File: src/rtl/syn_ps_skid.sv
// Pipeline stage register with valid/ready handshake and a 2-entry skid buffer.
// Optional saturating stall counter output enabled by `define SYN_PS_STALL_CNT_EN.
module syn_ps_skid #(
  parameter int               DATA_W     = 32,
  parameter int               REG_W      = 5,
  parameter logic [DATA_W-1:0] RESET_DATA = '0
) (
  input  logic              clk,
  input  logic              rst_n,
  input  logic              clear,
  input  logic              in_valid,
  output logic              in_ready,
  input  logic [DATA_W-1:0] data_in,
  input  logic              regfile_w_en_in,
  input  logic [REG_W-1:0]  regfile_req_w_in,
  input  logic              r_datamem_in,
  output logic              out_valid,
  input  logic              out_ready,
  output logic [DATA_W-1:0] data,
  output logic              regfile_w_en,
  output logic [REG_W-1:0]  regfile_req_w,
  output logic              r_datamem
`ifdef SYN_PS_STALL_CNT_EN
  ,
  output logic [15:0]       stall_cnt
`endif
);

  typedef enum logic [1:0] {
    ST_EMPTY = 2'd0,
    ST_ONE   = 2'd1,
    ST_TWO   = 2'd2
  } state_t;

  typedef struct packed {
    logic [DATA_W-1:0] data;
    logic              w_en;
    logic [REG_W-1:0]  idx;
    logic              rd;
  } payload_t;

  localparam payload_t P_RST = {RESET_DATA, 1'b0, {REG_W{1'b0}}, 1'b0};

  state_t   r_state;
  state_t   w_next_state;
  payload_t r_m;
  payload_t r_s;
  payload_t w_in;
  logic     w_accept;
  logic     w_take;
  logic     w_load_m_in;
  logic     w_load_m_skid;
  logic     w_load_s;

  assign w_in     = {data_in, regfile_w_en_in, regfile_req_w_in, r_datamem_in};
  assign w_accept = in_valid & in_ready;
  assign w_take   = out_valid & out_ready;

  // NOTE: sequential state uses non-blocking (<=) so every flop samples pre-edge values.
  always_ff @(posedge clk or negedge rst_n) begin
    if (!rst_n) r_state <= ST_EMPTY;
    else        r_state <= w_next_state;
  end

  // NOTE: every signal gets a default first so no path through this block infers a latch.
  always_comb begin
    w_next_state  = r_state;
    w_load_m_in   = 1'b0;
    w_load_m_skid = 1'b0;
    w_load_s      = 1'b0;
    if (!clear) begin
      w_next_state = ST_EMPTY;
    end else begin
      case (r_state)
        ST_EMPTY: begin
          if (w_accept) begin
            w_load_m_in  = 1'b1;
            w_next_state = ST_ONE;
          end
        end
        ST_ONE: begin
          if (w_accept && w_take) begin
            w_load_m_in = 1'b1;
          end else if (w_accept) begin
            w_load_s     = 1'b1;
            w_next_state = ST_TWO;
          end else if (w_take) begin
            w_next_state = ST_EMPTY;
          end
        end
        ST_TWO: begin
          if (w_take) begin
            w_load_m_skid = 1'b1;
            w_next_state  = ST_ONE;
          end
        end
        default: w_next_state = ST_EMPTY;
      endcase
    end
  end

  // Ready depends only on the state flops, so there is no combinational out_ready->in_ready path.
  always_comb begin
    in_ready  = (r_state != ST_TWO);
    out_valid = (r_state != ST_EMPTY);
  end

  // NOTE: payload registers are reset because M drives the outputs, which must show reset values.
  always_ff @(posedge clk or negedge rst_n) begin
    if (!rst_n) begin
      r_m <= P_RST;
      r_s <= P_RST;
    end else if (!clear) begin
      r_m <= P_RST;
      r_s <= P_RST;
    end else begin
      if (w_load_m_in)        r_m <= w_in;
      else if (w_load_m_skid) r_m <= r_s;
      if (w_load_s)           r_s <= w_in;
    end
  end

  assign data          = r_m.data;
  assign regfile_w_en  = r_m.w_en & out_valid;
  assign regfile_req_w = r_m.idx;
  assign r_datamem     = r_m.rd;

`ifdef SYN_PS_STALL_CNT_EN
  logic [15:0] r_stall_cnt;

  always_ff @(posedge clk or negedge rst_n) begin
    if (!rst_n) begin
      r_stall_cnt <= 16'd0;
    end else if (!clear) begin
      r_stall_cnt <= 16'd0;
    end else if (out_valid && !out_ready && (r_stall_cnt != 16'hFFFF)) begin
      r_stall_cnt <= r_stall_cnt + 16'd1;
    end
  end

  assign stall_cnt = r_stall_cnt;
`endif

endmodule

File: config.mk
export PLATFORM = sky130hd
export DESIGN_NAME = syn_ps_skid
export DESIGN_NICKNAME = d
export VERILOG_FILES = /design/src/rtl/syn_ps_skid.sv
export SDC_FILE = /design/constraint.sdc
export NUM_CORES = 1
export LEC_CHECK = 0
export ABC_AREA = 1
export CAP_MARGIN = 20
export CORE_ASPECT_RATIO = 1.2
export CORE_MARGIN = 2
export CORE_UTILIZATION = 52
export CTS_CLUSTER_SIZE = 16
export DETAILED_ROUTE_END_ITERATION = 10
export PLACE_DENSITY_LB_ADDON = 0.1
export SYNTH_ARGS = -nofsm -noshare
export SYNTH_HDL_FRONTEND = slang
export SYNTH_SLANG_ARGS = --single-unit
File: constraint.sdc
create_clock -name clk -period 1.9 [get_ports clk]
set_clock_uncertainty 0.05 [all_clocks]
set_input_delay 0.475 -clock clk [delete_from_list [all_inputs] [get_ports clk]]
set_output_delay 0.475 -clock clk [all_outputs]
set_load 0.02 [all_outputs]
==> impl_metrics.ini <==
[outcome]
status = finished clean

[routing]
routed_via_density = 5.37
wl_um = 9680
drt_pass1_iterations = 4
detail_route.wl_per_cell_um = 14.1
drc = 0
drt_iter0_drc = 246
vias = 3676
ant_nets = 0

[synth]
syn_inst = 548
syn_avg_cell_area_sq_um = 7.67
synthArstFlopShare_pct = 100
netlist_area_sq_mm = 0.00420
synth_cell_types = 20
synthesis.nets = 592
ys_ff_latch = 80
ys_seq_area_share_pct = 47.6
yosysWarnings = 0
ys.flop_type = dfrtp_1
synth-edff-count = 0

[floorplanning]
start_util_pct = 54.2
fp-row-count = 35
die_area_sq_mm = 0.00882
ios = 85
die_width_um = 86.1
core_sq_mm = 0.00775
die_h_um = 102

[cts]
cts_buffers = 9
clk_path_buf_depth = 2
clkSinkCount = 80
tritoncts = built
htreeDepth = 3
post_cts_buffers = 0
clk_latency_ps = 340
cts-root-buf = clkbuf_8
clk_pin_slew_ps = 80

[placement]
gp_congestion = 0.810
place_hpwl_um = 6290
place_area_sq_mm = 0.00499
numPortBuffers = 84

[cells_and_area]
fill_cells = 666
final_cell_mix = 174 x nand2_1, 79 x dfrtp_1, 79 x clkdlybuf4s50_1, 77 x nand3_1, 48 x inv_1
final_common_cell = nand2_1
finalInstanceArea_sq_mm = 0.00525
drive_above_1_share_pct = 8.26
area_growth_pct = 24.8
antenna_cells = 0
final_nets = 634

[sta]
max_slew.worst_pin.slew_ps = 330
fmax_mhz = 537
period_needed_ps = 1860
slew_viol_final = 0
setup_viol = 0
slew_headroom_pct = 78.0
rsz0062_at_grt = false
finalHoldViolCount = 0
timing.final.crit_share_pct = 98.0
holdWs_ps = 428

[critical_path]
max_stage_delay_ps = 460
rr_startpoint = r_state[0]$_DFFE_PN0P_
arrival_ps = 1340
required_ps = 1370
path_class = flop to primary output
cp-startpoint = r_state[1]$_DFFE_PN0P_
cp-end-kind = primary output
crit_path_max_fanout = 6
cp_slowest_cell = dfrtp_2
path_cells = nor2_2, nor2_1, dlygate4sd2_1
r2r_slack_ps = 410
ff2ff_path_depth = 7
startpoint_type = flop

[grt]
grt_pass1_vias = 3586
grt_usage_pct = 23.4
grt_max_degree = 46
grt_first_pass_wirelength_um = 16600
overflow = 0
antenna_found_initial = 0

[power_and_ir_drop]
leakage_uw = 0.00256
p_int_uw = 3120
swShare_pct = 27.0
combPwrFrac_pct = 20.5
p_per_area_mw_per_mm2 = 814
ir_drop_uv = 559
clkPwrFrac_pct = 35.7
power_frac_seq_pct = 43.8
p_total_uw = 4270
switchingPower_uw = 1150

[worst_hold_path]
hp-class = flop to flop
hp-start = data[22]$_DFFE_PN0P_
hold_depth = 2

[job]
max-cap-violations = 0
area by class of cell:
| cell class | instances | area [sq um] | area share [%] |
|---|---|---|---|
| inverter | 50 | 188 | 3.58 |
| sequential | 80 | 2000 | 38.2 |
| clock buffer | 11 | 151 | 2.89 |
| timing repair buffer | 108 | 1130 | 21.5 |
| clock inverter | 3 | 90.1 | 1.72 |
| tap | 92 | 115 | 2.19 |
| multi-input combinational | 341 | 1570 | 30.0 |
path summary, 6_finish.rpt:
| path | end |
|---|---|
| max | regfile_w_en |
| min | data[22]$_DFFE_PN0P_ |
| max reg2reg | data[8]$_DFFE_PN0P_ |
| min reg2reg | data[22]$_DFFE_PN0P_ |
| max in group asynchronous | r_state[1]$_DFFE_PN0P_ |
| min in group asynchronous | data[14]$_DFFE_PN0P_ |
registers in the layout, summed over array words and instances, names as in the netlist:
signal	cells
data	32
r_datamem	1
r_m	1
r_s	39
r_state	2
regfile_req_w	5
cells in the mapped netlist, types with 4 or more instances:
cell | n | share of area [%]
clkbuf_1 | 9 | 0.80
nand2_1 | 174 | 16
dfrtp_1 | 80 | 48
o21ai_1 | 4 | 0.48
nand4_1 | 38 | 5.7
nor2_1 | 5 | 0.45
buf_1 | 7 | 0.63
inv_1 | 48 | 4.3
buf_4 | 39 | 7.0
buf_2 | 21 | 2.5
o21ai_0 | 35 | 4.2
nand3_1 | 77 | 9.2
critical path: cells and delay by family, from the launching register on:
kind,cells,cell delay (ps)
simple gates,2,220
buf+inv,1,310
flops,1,460
cells by family (layout without fill, tap and decap cells):
kind of cell,count (synthesis),after routing,synth area share (%)
AO/OA/AOI/OAI,43,43,5.33
buffers and inverters,127,172,15.6
flip-flops,80,80,47.6
AND/OR/NAND/NOR,298,298,31.4
per-stage QoR:
stage | std cells | worst slack, ps | setup TNS [ps] | util [%]
6_report | 685 | 37.6 | 0 | 67.7
5_1_grt | 685 | 5.73 | 0 | 67.7
4_1_cts | 685 | 4.37 | 0 | 67.7
3_5_place_dp | 670 | -114 | -2640 | 64.4
3_3_place_gp | 670 | -28.0 | -210 | 64.4
2_1_floorplan | 548 | 397 | 0 | -
power by group through the flow:
| stage | Sequential (uW) | Combinational (uW) | Clock [uW] |
|---|---|---|---|
| 3_3_place_gp | 1900 | 866 | 0 |
| 4_1_cts | 1870 | 878 | 1550 |
| 5_1_grt | 1890 | 961 | 1610 |
| 2_1_floorplan | 1900 | 523 | 0 |
| 3_5_place_dp | 1900 | 875 | 0 |
| 6_report | 1870 | 875 | 1520 |
what timing repair did:
action	in CTS	in global routing
setup endpoints to repair	3	2
hold buffers	1	0
endpoints found under the hold margin	22	0
cloned	0	0
resized for setup	4	1
layer usage:
metal | GRT usage (%) | share of wire [%]
met1 | 31.1 | 44
met2 | 38.6 | 49
met3 | 3.23 | 5.9
met4 | 9.77 | 1.4
met5 | 0 | 0
(Power assumes the default switching activity.)
